--- src/rtl/iob_regfile_mp.sv ---
// Multi-read-port register file: one byte-strobed write path, NR independent
// valid/ready read channels, optional same-cycle write bypass and a clear sweep.
module iob_regfile_mp #(
  parameter int N      = 8,
  parameter int W      = 32,
  parameter int NR     = 2,
  parameter int BYPASS = 1,
  localparam int ADDR_W = $clog2(N)
) (
  input  logic                   clk_i,
  input  logic                   arst_n_i,
  input  logic                   clr_i,
  output logic                   clr_busy_o,
  output logic                   clr_done_o,
  input  logic                   wvalid_i,
  output logic                   wready_o,
  input  logic [ADDR_W-1:0]      waddr_i,
  input  logic [W/8-1:0]         wstrb_i,
  input  logic [W-1:0]           wdata_i,
  input  logic [NR-1:0]          rvalid_i,
  output logic [NR-1:0]          rready_o,
  input  logic [NR*ADDR_W-1:0]   raddr_i,
  output logic [NR-1:0]          rdvalid_o,
  input  logic [NR-1:0]          rdready_i,
  output logic [NR*W-1:0]        rdata_o
);

  localparam int NB = W / 8;
  localparam logic [ADDR_W-1:0] LAST = ADDR_W'(N - 1);

  typedef enum logic {
    IDLE  = 1'b0,
    CLEAR = 1'b1
  } state_t;

  state_t              state_q, state_d;
  logic [ADDR_W-1:0]   count_q, count_d;
  logic                done_q, done_d;
  logic [W-1:0]        mem_q [N];
  logic                accept;
  logic                wfire;
  logic [NR-1:0]       rfire;
  logic [NR-1:0]       rdvalid_q;
  logic [NR*W-1:0]     rdata_q;
  logic [W-1:0]        rd_val [NR];

  function automatic logic [W-1:0] merge_bytes(input logic [W-1:0] old_val,
                                               input logic [W-1:0] new_val,
                                               input logic [NB-1:0] strb);
    logic [W-1:0] res;
    res = old_val;
    for (int b = 0; b < NB; b++) begin
      if (strb[b]) res[b*8 +: 8] = new_val[b*8 +: 8];
    end
    return res;
  endfunction

  always_comb begin
    state_d = state_q;
    count_d = count_q;
    done_d  = 1'b0;
    case (state_q)
      IDLE: begin
        if (clr_i) begin
          state_d = CLEAR;
          count_d = '0;
        end
      end
      CLEAR: begin
        if (count_q == LAST) begin
          state_d = IDLE;
          count_d = '0;
          done_d  = 1'b1;
        end else begin
          count_d = count_q + 1'b1;
        end
      end
      default: state_d = IDLE;
    endcase
  end

  always_ff @(posedge clk_i or negedge arst_n_i) begin
    if (!arst_n_i) begin
      state_q <= IDLE;
      count_q <= '0;
      done_q  <= 1'b0;
    end else begin
      state_q <= state_d;
      count_q <= count_d;
      done_q  <= done_d;
    end
  end

  // A pending clear request blocks new traffic in the same cycle it is raised.
  assign accept     = (state_q == IDLE) & ~clr_i;
  assign wready_o   = accept;
  assign wfire      = wvalid_i & accept;
  assign rready_o   = {NR{accept}} & (~rdvalid_q | rdready_i);
  assign rfire      = rvalid_i & rready_o;
  assign clr_busy_o = (state_q == CLEAR);
  assign clr_done_o = done_q;
  assign rdvalid_o  = rdvalid_q;
  assign rdata_o    = rdata_q;

  // Out-of-range addresses match no register, so reads return 0 and writes vanish.
  always_comb begin
    for (int p = 0; p < NR; p++) begin
      rd_val[p] = '0;
      for (int i = 0; i < N; i++) begin
        if (raddr_i[p*ADDR_W +: ADDR_W] == ADDR_W'(i)) begin
          if ((BYPASS != 0) && wfire && (waddr_i == ADDR_W'(i)))
            rd_val[p] = merge_bytes(mem_q[i], wdata_i, wstrb_i);
          else
            rd_val[p] = mem_q[i];
        end
      end
    end
  end

  always_ff @(posedge clk_i or negedge arst_n_i) begin
    if (!arst_n_i) begin
      for (int i = 0; i < N; i++) mem_q[i] <= '0;
    end else begin
      for (int i = 0; i < N; i++) begin
        if ((state_q == CLEAR) && (count_q == ADDR_W'(i)))
          mem_q[i] <= '0;
        else if (wfire && (waddr_i == ADDR_W'(i)))
          mem_q[i] <= merge_bytes(mem_q[i], wdata_i, wstrb_i);
      end
    end
  end

  always_ff @(posedge clk_i or negedge arst_n_i) begin
    if (!arst_n_i) begin
      rdvalid_q <= '0;
      rdata_q   <= '0;
    end else begin
      for (int p = 0; p < NR; p++) begin
        if (rfire[p]) begin
          rdvalid_q[p]       <= 1'b1;
          rdata_q[p*W +: W]  <= rd_val[p];
        end else if (rdready_i[p]) begin
          rdvalid_q[p] <= 1'b0;
        end
      end
    end
  end

endmodule

--- config.mk ---
export PLATFORM = sky130hd
export DESIGN_NAME = iob_regfile_mp
export DESIGN_NICKNAME = d
export VERILOG_FILES = /design/src/rtl/iob_regfile_mp.sv
export SDC_FILE = /design/constraint.sdc
export NUM_CORES = 1
export LEC_CHECK = 0
export ABC_AREA = 1
export BUFFER_PORTS_ARGS = -buffer_cell sky130_fd_sc_hd__buf_2
export CELL_PAD_IN_SITES_DETAIL_PLACEMENT = 0
export CELL_PAD_IN_SITES_GLOBAL_PLACEMENT = 1
export CORE_ASPECT_RATIO = 2
export CORE_MARGIN = 10
export CORE_UTILIZATION = 47
export DETAILED_ROUTE_END_ITERATION = 8
export PLACE_DENSITY = 0.92
export SYNTH_ARGS = -nofsm -noshare
export SYNTH_HDL_FRONTEND = slang
export SYNTH_SLANG_ARGS = --single-unit
export TNS_END_PERCENT = 30
--- constraint.sdc ---
create_clock -name clk_i -period 4.94 [get_ports clk_i]
set_clock_uncertainty 0.2 [all_clocks]
set_input_delay 0.741 -clock clk_i [delete_from_list [all_inputs] [get_ports clk_i]]
set_output_delay 0.741 -clock clk_i [all_outputs]
set_load 0.005 [all_outputs]
Word level (Yosys, flattened, before mapping):

Cells that the tools add are included.

* register bits after elaboration: 327
* output and inout bits: 71
* logic and storage cells: 151

* add/sub/neg operators: 1
* equality and inequality tests: 29
* muxes and demuxes: 76
* bitwise gates (word level): 8
* reduce and logical (&&, ||, !) cells: 22

Operators by type and width (count)
* 2-to-1 mux 32 bit: 32
* 2-to-1 mux 8 bit: 32
* equality test 3 bit (second input constant): 16
* equality test 3 x 2 -> 1 bit (second input constant): 8
* logical AND 1 bit: 16
* equality test 3 x 1 -> 1 bit (second input constant): 4
* logical NOT 3 bit: 4
* 2-to-1 mux 1 bit: 8
* 2-to-1 mux 3 bit: 2
* case mux 3 bit (2 select lines): 1
* AND 2 bit: 2
* nonzero test 2 bit: 2
* adder 3 x 1 -> 3 bit (second input constant): 1
* AND 1 bit: 2
* inequality test 2 bit (second input constant): 1
* NOT 1 bit: 2
* NOT 2 bit: 1
* OR 2 bit: 1
* case mux 1 bit (2 select lines): 1

Longest topological paths before layout:

* depth in word-level cells: 13
* depth in mapped cells: 13
* mapped depth without buffers: 12

Worst setup path after synthesis:

No wires, ideal clock.

* kind: input to register
* start: in clr_i
* end: reg rdata_q[63] (netlist: rdata_o[63])
* library setup time: 0.117 ns
* data arrival time: 1.979 ns
* path slack: 2.644 ns
* stages on the path: 10
* path buffers: 2
* cells stage by stage: inv_1 nand2_4 nor2_8 buf_6 nand4_4 buf_2 o22ai_1 a21oi_1 nand2_1 nand2_1

* longest elaborated chain between the ends: 13

RTL lines
* start, declared: RTL line 12 `input logic clr_i,`
* NOT 1 bit *: RTL line 95 `assign accept = (state_q == IDLE) & ~clr_i;`
* AND 1 bit *: RTL line 95
* AND 1 bit: RTL line 97 `assign wfire = wvalid_i & accept;`
* logical AND 1 bit: RTL line 111 `if ((BYPASS != 0) && wfire && (waddr_i == ADDR_W'(i)))`
* 2-to-1 mux 32 bit: RTL line 111
* 2-to-1 mux 32 bit (8 in a row): RTL line 110 `if (raddr_i[p*ADDR_W +: ADDR_W] == ADDR_W'(i)) begin`
* end signal, assigned by index: RTL line 141 `rdata_q[p*W +: W] <= rd_val[p];`
* end, declared: RTL line 44 `logic [NR*W-1:0] rdata_q;`

Every way passes the cells marked *; elsewhere a longest branch is shown, timed or not.
A chain may end at the register's enable or synchronous reset.

Worst setup path in the final report:

* start: reg state_q (netlist: clr_busy_o)
* end: reg rdata_q[49] (netlist: rdata_o[49])

* longest elaborated chain between the ends: 13

RTL lines
* start, declared: RTL line 36 `state_t state_q, state_d;`
* start signal, assigned: RTL line 88 `state_q <= state_d;`
* NOT 1 bit *: RTL line 95
* AND 1 bit *: RTL line 95
* AND 1 bit: RTL line 97
* logical AND 1 bit: RTL line 111
* 2-to-1 mux 32 bit: RTL line 111
* 2-to-1 mux 32 bit (8 in a row): RTL line 110

Marked as above.

==> metrics.cfg <==
[status]
status=finished, final reports clean

[route]
route.vias.total=19734
route.detailed.vias_per_inst=5.68
routed_wire_length_per_instance_microns=21.8
route.detailed.drc=0
drt-total-wl_microns=75800
drt_iter0_drc=2001
antenna_violating_nets_post_route=0
first_pass_iters=7

[yosys]
post_synthesis_instance_area_sq_um=18900
yosysUniqueCellTypes=27
ys_seq_area_share_pct=43.2
synth_warnings=0
postSynthRegisterBits=327
yosysMostFrequentCell=nand2_1
proportion_of_netlist_area_held_by_the_largest_area_contributor_pct=43.2
synth_net_count=2935
synthArstFlopShare_pct=100
synth_flop_cell=dfrtp_1
netlist_instances=2876
yosys-top-cells-count=nand2_1 (1,103), dfrtp_1 (327), inv_1 (321)
post_synth.cell_area_avg_sq_um=6.58
synth_largest_area_cell=dfrtp_1
synth_top_cells_by_area=dfrtp_1 (43%), nand2_1 (22%), a21oi_1 (7.5%)
synth-edff-count=0

[placed_design]
io_buffer_count=123
routabilityCongestion=1.05
post-dp-hpwl_microns=50600

[critical_path]
end_kind=flip-flop
worstReg2RegStart=clr_busy_o
r2r_end=rdata_o[49]
reg2reg_setup_slack_ns=1.58
arrival_ns=3.65
worstPathRequired_ns=5.23
worst-r2r-cell-count=13
timing_worst_setup_path_type=flip-flop to flip-flop
path_max_fanout=62
worstSetupStartpointType=flip-flop

[final_layout]
multi_input_area_sq_um=9030
n_antenna_cell=0
area.sequential_sq_um=8180
drive_above_1_share_pct=8.36
syn_to_final_growth_pct=11.7
final_net_count=2981
n_fill_cell=4071

[hold_path]
holdCritPathClass=primary input to flip-flop
hold_path_startpoint=rdready_i[1]
worst_hold_endpoint=rdvalid_o[1]
min_delay_path_depth=2

[clock_tree]
holdBufCountCts=1
clk-insertion-delay-late_ns=0.59
cts_num_sinks=327
cts_repair_resize_count=0
path_clk_slew_ns=0.07
clk_root_buffer_cell=clkbuf_16
cts_setup_buffers=0
cts_tree=yes
cts.htree.levels=1
numCtsBuffers=31
cts_buffer_depth=3

[floorplanning]
start_util_pct=47.2
num_rows=104
die_width_microns=162
dieArea_sq_um=49200
boundaryPins=124
floorplan.core_area_sq_um=40100
die_extent_in_y_microns=304

[timing]
min_period_over_period_pct=68.0
fin_hold_ws_ns=0.122
timing.final.max_slew_violations=0
report.final.setup_viol=0
fin_crit_ns=3.36
maxSlewHeadroom_pct=19.5
setup_total_negative_slack_ns=0
tightestPinTransition_ns=1.20
finalHoldViolations=0
max_freq_ghz=0.298
unrepaired_setup_endpoints_after_global_routing=false

[grt]
antenna_violations_before_repair=1
first_global_vias=19074
globalRouteTotalUtil_pct=30.2
gr-total-overflow=0
grt_start_max_net_pins=95
grt_pass1_wl_microns=114000

[pwr]
p_leak_nw=11.1
worst_ir_drop_vdd_mv=0.279
power.density_nw_per_um2=365

[flow_run]
timing.max_cap.violations=0

==> placed cells by master, fill, tap and decap left out, types with 10 or more instances in the layout <==
cell / n
nand2_1: 1103
dfrtp_1: 327
inv_1: 321
a21oi_1: 285
nor2_1: 244
o21ai_0: 168
buf_2: 122
nand3_1: 102
nand4_1: 65
buf_4: 42
o22ai_1: 34
clkbuf_16: 31
o21ai_1: 22
nor3_2: 14
clkbuf_1: 12
nor2_4: 10
==> worst max-delay path, cell delays in order (launching register included) <==
cell	delay (ns)
dfrtp_1	0.47
inv_2	0.13
nand2_4	0.15
nor2_8	0.44
nand2_1	0.09
buf_4	0.34
nand2_1	0.11
o21ai_0	0.15
nand2_1	0.11
nand3_1	0.07
nor2_1	0.51
nand4_1	0.23
nand2_1	0.15
nand2_1	0.06
==> metrics by stage <==
stage	power (mW)	std cells	area (sq um)	utilization [%]	setup slack (ns)
after floorplan	4.28	2876	18900	-	2.64
after global placement	5.13	3418	20100	50.1	1.38
after detailed placement	5.17	3418	20100	50.1	1.37
after CTS	7.75	3474	21100	52.8	1.68
after global routing	8.07	3474	21100	52.8	1.36
final	7.72	3474	21100	52.8	1.58
==> state kept, by name, summed over array words and instances (netlist names) <==
| register | cells |
|---|---|
| rdata_o | 64 |
| rdvalid_o | 2 |
| count_q | 3 |
| mem_q | 256 |
| clr_done_o | 1 |
| clr_busy_o | 1 |
==> how the worst max path moves through the flow <==
| stage | startpoint | endpoint | slack (ns) |
|---|---|---|---|
| 6_report | clr_busy_o | rdata_o[49] | 1.58 |
| 5_1_grt | clr_busy_o | rdata_o[36] | 1.36 |
| 4_1_cts | clr_busy_o | rdata_o[56] | 1.68 |
| 3_5_place_dp | clr_i | rdata_o[49] | 1.37 |
| 3_3_place_gp | clr_i | rdata_o[61] | 1.38 |
| 2_1_floorplan | clr_i | rdata_o[63] | 2.64 |
==> layout make-up <==
| type | instances | share of cell area, % |
|---|---|---|
| well taps | 530 | 3.14 |
| flip-flops and latches | 327 | 38.7 |
| inverters | 326 | 5.79 |
| clock buffers | 47 | 4.14 |
| clock inverters | 8 | 0.828 |
| multi-input cells | 2068 | 42.7 |
| repair buffers | 168 | 4.69 |
==> cells by family after synthesis <==
logic type / Yosys count / synth area share [%]
adders and majority gates: 6 / 0.397
AOI/OAI and AO/OA: 513 / 13.9
buffers and inverters: 481 / 9.71
DFF: 327 / 43.2
and+or+nand+nor: 1549 / 32.8
==> report_power, final <==
part	internal, mW	total [mW]	leakage, nW	switching [mW]
Combinational	0.520	1.91	6.11	1.39
Sequential	3.03	3.22	4.52	0.196
Clock	1.48	2.58	0.510	1.11
==> layer usage <==
metal | global-route usage [%] | vias up | share of wire, %
met5 | 0 | - | 0.016
met4 | 28.9 | 2 | 11
met3 | 3.98 | 335 | 6.5
met2 | 52.0 | 965 | 50
met1 | 30.2 | 9288 | 32
li1 | - | 9144 | -
No activity file was read; power rests on OpenSTA's default activity.
